[config.mk]
export PLATFORM = sky130hd
export DESIGN_NAME = seq_adder_nbit_flat
export DESIGN_NICKNAME = d
export VERILOG_FILES = /design/src/rtl/seq_adder_nbit_if.sv /design/src/rtl/seq_adder_nbit.sv /design/src/flat_wrapper.sv
export SDC_FILE = /design/constraint.sdc
export NUM_CORES = 1
export LEC_CHECK = 0
export BUFFER_PORTS_ARGS = -buffer_cell sky130_fd_sc_hd__clkbuf_2
export CAP_MARGIN = 40
export CORE_ASPECT_RATIO = 0.6
export CORE_MARGIN = 2
export CORE_UTILIZATION = 55
export DETAILED_ROUTE_END_ITERATION = 7
export PLACE_DENSITY = 0.9
export SLEW_MARGIN = 20
export SYNTH_ARGS = -nofsm -noshare
export SYNTH_HDL_FRONTEND = slang
export SYNTH_SLANG_ARGS = --single-unit
[constraint.sdc]
create_clock -name clk -period 5.2 [get_ports clk]
set_clock_uncertainty 0.15 [all_clocks]
set_input_delay 1.04 -clock clk [delete_from_list [all_inputs] [get_ports clk]]
set_output_delay 1.04 -clock clk [all_outputs]
set_load 0.005 [all_outputs]
[src/rtl/seq_adder_nbit_if.sv]
// Handshake and operand/result bundle for seq_adder_nbit.
// The ovf signal exists only when SEQ_ADDER_OVF_EN is defined.
interface seq_adder_nbit_if #(
  parameter int WIDTH = 32
);
  logic             start;
  logic [WIDTH-1:0] a;
  logic [WIDTH-1:0] b;
  logic             cin;
  logic             sub;
  logic             busy;
  logic             done;
  logic [WIDTH-1:0] s;
  logic             cout;
`ifdef SEQ_ADDER_OVF_EN
  logic             ovf;

  modport master (output start, a, b, cin, sub, input busy, done, s, cout, ovf);
  modport slave  (input start, a, b, cin, sub, output busy, done, s, cout, ovf);
`else
  modport master (output start, a, b, cin, sub, input busy, done, s, cout);
  modport slave  (input start, a, b, cin, sub, output busy, done, s, cout);
`endif
endinterface

[src/rtl/seq_adder_nbit.sv]
// Digit-serial adder/subtractor: WIDTH-bit result, DIGIT bits per clock, start/busy/done handshake.
// Define SEQ_ADDER_OVF_EN to add the registered signed-overflow output.
module seq_adder_nbit #(
  parameter int WIDTH = 32,
  parameter int DIGIT = 4   // must divide WIDTH exactly
) (
  input  logic              clk,
  input  logic              rst,
  seq_adder_nbit_if.slave   bus
);

  localparam int NDIG  = WIDTH / DIGIT;
  localparam int CNT_W = (NDIG > 1) ? $clog2(NDIG) : 1;

  typedef enum logic {IDLE, RUN} state_t;

  state_t           state_q;
  logic [WIDTH-1:0] a_q, b_q, res_q, s_q;
  logic             carry_q, busy_q, done_q, cout_q, ovf_q;
  logic [CNT_W-1:0] cnt_q;

  logic [DIGIT:0]   sum_d;
  logic [WIDTH-1:0] res_d;
  logic             last_d, ovf_d;

  // NOTE: every variable gets a value on every path through always_comb, so no latch is inferred.
  always_comb begin
    sum_d  = {1'b0, a_q[DIGIT-1:0]} + {1'b0, b_q[DIGIT-1:0]} + {{DIGIT{1'b0}}, carry_q};
    res_d  = (res_q >> DIGIT) | (WIDTH'(sum_d[DIGIT-1:0]) << (WIDTH - DIGIT));
    last_d = (cnt_q == CNT_W'(NDIG - 1));
    // Same-sign operands giving an opposite-sign MSB is carry-in xor carry-out of the MSB.
    ovf_d  = (a_q[DIGIT-1] == b_q[DIGIT-1]) && (sum_d[DIGIT-1] != a_q[DIGIT-1]);
  end

  // NOTE: the datapath registers are reset as well, so an aborted run leaves no stale operand bits.
  always_ff @(posedge clk or posedge rst) begin
    if (rst) begin
      state_q <= IDLE;
      a_q     <= '0;
      b_q     <= '0;
      res_q   <= '0;
      s_q     <= '0;
      carry_q <= 1'b0;
      cnt_q   <= '0;
      busy_q  <= 1'b0;
      done_q  <= 1'b0;
      cout_q  <= 1'b0;
      ovf_q   <= 1'b0;
    end else begin
      done_q <= 1'b0;
      case (state_q)
        IDLE: begin
          if (bus.start) begin
            a_q     <= bus.a;
            b_q     <= bus.b ^ {WIDTH{bus.sub}};
            carry_q <= bus.cin ^ bus.sub;
            cnt_q   <= '0;
            busy_q  <= 1'b1;
            state_q <= RUN;
          end
        end
        RUN: begin
          a_q     <= a_q >> DIGIT;
          b_q     <= b_q >> DIGIT;
          carry_q <= sum_d[DIGIT];
          res_q   <= res_d;
          cnt_q   <= cnt_q + CNT_W'(1);
          if (last_d) begin
            s_q     <= res_d;
            cout_q  <= sum_d[DIGIT];
            ovf_q   <= ovf_d;
            busy_q  <= 1'b0;
            done_q  <= 1'b1;
            state_q <= IDLE;
          end
        end
        default: state_q <= IDLE;
      endcase
    end
  end

  assign bus.busy = busy_q;
  assign bus.done = done_q;
  assign bus.s    = s_q;
  assign bus.cout = cout_q;
`ifdef SEQ_ADDER_OVF_EN
  assign bus.ovf  = ovf_q;
`else
  logic unused_ovf;
  assign unused_ovf = ovf_q ^ ovf_d;
`endif

endmodule

[src/flat_wrapper.sv]
// flat-port wrapper written by rule: the top's interface ports become plain ports
module seq_adder_nbit_flat 
#(
  parameter int WIDTH = 32,
  parameter int DIGIT = 4                               
)
  (clk, rst, bus_start, bus_a, bus_b, bus_cin, bus_sub, bus_busy, bus_done, bus_s, bus_cout);
  seq_adder_nbit_if #(.WIDTH(WIDTH)) bus_i ();
  input  logic clk;
  input  logic rst;
  input wire logic [$bits(bus_i.start)-1:0] bus_start;
  input wire logic [$bits(bus_i.a)-1:0] bus_a;
  input wire logic [$bits(bus_i.b)-1:0] bus_b;
  input wire logic [$bits(bus_i.cin)-1:0] bus_cin;
  input wire logic [$bits(bus_i.sub)-1:0] bus_sub;
  output wire logic [$bits(bus_i.busy)-1:0] bus_busy;
  output wire logic [$bits(bus_i.done)-1:0] bus_done;
  output wire logic [$bits(bus_i.s)-1:0] bus_s;
  output wire logic [$bits(bus_i.cout)-1:0] bus_cout;
  assign bus_i.start = bus_start;
  assign bus_i.a = bus_a;
  assign bus_i.b = bus_b;
  assign bus_i.cin = bus_cin;
  assign bus_i.sub = bus_sub;
  assign bus_busy = bus_i.busy;
  assign bus_done = bus_i.done;
  assign bus_s = bus_i.s;
  assign bus_cout = bus_i.cout;
  seq_adder_nbit #(.WIDTH(WIDTH), .DIGIT(DIGIT)) u_core (.clk(clk), .rst(rst), .bus(bus_i));
endmodule
Yosys cells after proc, flatten, opt, wreduce, memory -nomap -nowiden
Index checks and enable logic that the tools add are counted.
{"block": "totals", "reg_bits": 136, "out_inout_bits": 35, "word_cells": 38}
{"block": "classes", "addsub": 3, "eq_ne": 3, "mux": 16, "bitwise": 4, "reduce_logical": 2}
{"op": "32-bit case mux with 2 select lines", "count": 2}
{"op": "32-bit two-way mux", "count": 2}
{"op": "28-bit by 32-bit OR with 32-bit output", "count": 1}
{"op": "32-bit bitwise XOR", "count": 1}
{"op": "1-bit two-way mux", "count": 7}
{"op": "1-bit case mux with 2 select lines", "count": 3}
{"op": "3-bit case mux with 2 select lines", "count": 1}
{"op": "4-bit by 4-bit adder with 5-bit output", "count": 1}
{"op": "5-bit by 1-bit adder with 5-bit output", "count": 1}
{"op": "2-bit inequality test, second input constant", "count": 2}
{"op": "2-bit AND reduction", "count": 2}
{"op": "3-bit by 1-bit adder with 3-bit output, second input constant", "count": 1}
{"op": "3-bit equality test, second input constant", "count": 1}
{"op": "3-bit two-way mux", "count": 1}
{"op": "1-bit inverter", "count": 1}
{"op": "1-bit bitwise XOR", "count": 1}

Logic depth before layout (Yosys ltp)
{"block": "logic_depth", "depth_word": 3, "ltp_mapped": 8, "ltp_nobuf": 6}

Worst setup path after synthesis
Ideal clock, no wire load.
{"block": "synth_path", "path_kind": "input-to-reg", "from": "in bus_sub", "to": "reg u_core.b_q[23]", "setup_ps": 136, "arrival_ps": 1700, "required_time_ps": 4914, "path_slack_ps": 3214, "cell_stages": 5, "path_buffers": 2, "cell_sequence": "buf_2 -> buf_4 -> xor2_1 -> mux2i_1 -> o21ai_0"}
{"block": "synth_between", "elab_chain_len": 3}
{"item": "start, declared", "line": "flat_wrapper.sv:15", "rtl": "input wire logic [$bits(bus_i.sub)-1:0] bus_sub;"}
{"item": "32-bit bitwise XOR", "line": "seq_adder_nbit.sv:55", "rtl": "b_q <= bus.b ^ {WIDTH{bus.sub}};"}
{"item": "32-bit two-way mux", "line": "seq_adder_nbit.sv:53", "rtl": "if (bus.start) begin"}
{"item": "32-bit case mux with 2 select lines", "line": "seq_adder_nbit.sv:51", "rtl": "case (state_q)"}
{"item": "end signal, assigned", "line": "seq_adder_nbit.sv:55"}
{"item": "end signal, assigned", "line": "seq_adder_nbit.sv:64", "rtl": "b_q <= b_q >> DIGIT;"}
{"item": "end, declared", "line": "seq_adder_nbit.sv:18", "rtl": "logic [WIDTH-1:0] a_q, b_q, res_q, s_q;"}
No other way between the ends. The select of a mux whose other input is x is not followed.
A chain may end at the register's enable or synchronous reset.

Final worst setup path
{"block": "layout_path", "from": "reg u_core.s_q[23] (netlist: u_core.bus.s[23])", "to": "out bus_s[23]"}
{"item": "start, declared", "line": "seq_adder_nbit.sv:18"}
{"item": "start signal, assigned", "line": "seq_adder_nbit.sv:69", "rtl": "s_q <= res_d;"}
{"item": "end, declared", "line": "flat_wrapper.sv:18", "rtl": "output wire logic [$bits(bus_i.s)-1:0] bus_s;"}
No word-level cell between the ends.

==> metrics.txt <==
CTS root buf clkbuf_16; Hold Vio Cnt, Final 0; Ant. Diodes 0; critical path buffer and inverter count 1; period utilisation layout 0.4144; Mean Syn Cell Area 12.02 um2; clk sink count 132; sequential share of the synthesized area 0.5551; Data required, critical path 4.01 ns; final worst setup slack 3.045 ns; clock latency on the worst-skew pair 0.41 ns; reg2reg path depth 4; headroom to the max-slew limit 0.6463; # DRC 0; status complete, no violations; Initial Util 0.5636; Reg2Reg Setup Slack 3.05 ns; crit-path max cell delay 0.42 ns; P_leak 3.596 nW; CP Capture Type output pin; CP Launch Point u_core.bus.s[23]; post-route ant nets 0; post-cts sizing count 0; CP max stage cell dfrtp_1; CTS tree built; pre-CTS setup slack 2.720 ns; RR Endpoint u_core.bus.s[31]; synthesized area roughly 0.0060 mm2; Mapped Cells between 400 and 500; via count 4017; Total GRT Usage 0.2342; vias per cell 5.414; worst hold path class flip-flop to flip-flop; global-route wire length before repair 21180 um; Worst path depth 1; TritonCTS Buffers 17; Clock Path Buffers 2; RSZ-0062 raised after global routing false; most frequent cells in the layout dfrtp_1 (131), clkbuf_2 (102), mux2i_1 (63), nand2_1 (62), o21ai_0 (59); Max VDD drop 326.0 uV; # fillers 749; Yosys Warn Count 0; PD cells 596.7 mW/mm2; layout cells sized above 1 0.3284; setup TNS 0 ns; Final nets 666; WS Path Type flip-flop to output pin; crit path to bus_s[23]; core area 0.01056 mm2; reg2reg start u_core.state_q; vias in the first global route 4089; IO buf count 103; # hold bufs at CTS 0; H-tree Lvls 4; Worst-Margin Slew 0.5305 ns; clock-pin slew on the worst setup and hold paths about 0.06 ns; max-slew violations 0; row count 29; fmax 464.1 MHz; Final Setup Violations 0; io pins around 100; #FFs+latches synth 132; Die Y 84.57 um; routed length per instance 17.44 um; ordered list of cells on the worst path clkbuf_2; post-DP HPWL about 8500 um; largest net degree at the start of global routing 94; initial antenna violation count 1; DR pass1 iterations 4; Startpoint Class flip-flop; routability congestion estimate between 0.7 and 0.8; Worst EP arrival 0.96 ns; Tot Pwr around 4.3 mW; Yosys cell types 33; full die area ~0.012 mm2; GRT overflow 0; area grow syn2layout 21.83%; crit-path max FO 2; most common cell after layout, fill and taps aside dfrtp_1; critical path's top delay family flip-flops; Final Critical Period 2.155 ns; WL final about 13000 um; max cap viols 0; DR iter-0 viols 307; Syn Nets 571; post-CTS setup buffers 0; die width 138.3 um
## Yosys cell counts, drive strengths merged
cell type  number  area [um2]
inv             9       33.78
nand4           1       6.260
nor2b           1       6.260
buf            23       152.6
nor4bb          2       20.02
or4             1       7.510
fa              2       40.04
dfrtp         132        3303
nand2b          4       25.02
xor2           29       254.0
or3             1       6.260
and4b           1       10.01
nand2          63       239.0
o2111ai         2       17.52
mux2           53       596.8
a21oi           2       10.01
a211oi          4       30.03
nand3           1       5.000
o2bb2ai         1       8.760
o22ai           1       6.260
nor2           14       52.55
o21ai          59       295.3
xnor2           5       43.79
a22o            2       17.52
mux2i          63       630.6
nand3b          1       7.510
a31oi           1       6.260
a221oi          1       15.01
ha              5       62.56
clkbuf         11       41.29
## metrics by stage
stage               hold slack, ns  instances  cell area [um2]  utilization
finish                      0.3371        742             7249       0.6866
CTS                         0.3432        740             7202       0.6821
global route                0.3646        742             7249       0.6866
floorplan                   0.2992        495             5951            -
detailed placement          0.3230        708             6548       0.6201
global placement            0.3125        705             6472       0.6130
## per-layer routing
metal / vias to the layer above / wire length, um / GRT usage / share of wire
met5: - / 0 / 0 / 0
met1: 2005 / 5807 / 0.3059 / 0.45
met2: 97 / 6035 / 0.3677 / 0.47
met3: 16 / 941 / 0.08785 / 0.073
li1: 1899 / - / - / -
met4: 0 / 155 / 0.07514 / 0.012
## power breakdown
part           internal [mW]  leakage [nW]  switching, mW  total, mW
sequential              1.46          1.70          0.330       1.79
combinational          0.620          1.59          0.592       1.21
clock                  0.858         0.308          0.466       1.32
## layout make-up
cell class	count	area, um2	area share
timing repair buffer	110	655.6	0.09044
multi-input combinational	320	2420	0.3338
inverter	9	38.79	0.005350
clock buffer	18	429.2	0.05920
clock inverter	14	225.2	0.03107
tap	139	173.9	0.02399
sequential	132	3307	0.4562
## state kept, by name, summed over array words and instances (netlist names)
register and flops:
u_core.state_q 1, u_core.cnt_q 3, u_core.bus.cout 1, u_core.bus.done 1, u_core.carry_q 1, u_core.a_q 32, u_core.bus.busy 1, u_core.res_q 28
u_core.b_q 32, u_core.bus.s 32
## logic make-up (layout without fill, tap and decap cells)
family	Yosys count	count (layout)	share of synthesized area
buffers and inverters	43	151	0.03827
flip-flops	132	132	0.5551
XOR/XNOR	34	34	0.05004
multiplexers	116	116	0.2063
adder cells (fa/ha/maj)	7	7	0.01724
AND/OR/NAND/NOR	90	90	0.06476
AO/OA/AOI/OAI	73	73	0.06834
## how the worst min path moves through the flow
stage | start | end | slack, ns | depth (start not counted)
3_3_place_gp | u_core.bus.s[30] | u_core.bus.s[30] | 0.31 | 2
6_report | u_core.a_q[5] | u_core.a_q[1] | 0.34 | 2
4_1_cts | u_core.b_q[30] | u_core.b_q[26] | 0.34 | 2
3_5_place_dp | u_core.b_q[13] | u_core.b_q[9] | 0.32 | 2
2_1_floorplan | u_core.a_q[26] | u_core.a_q[22] | 0.30 | 2
5_1_grt | u_core.a_q[23] | u_core.a_q[19] | 0.36 | 2
Note: power is estimated with default switching activity, not from simulation.
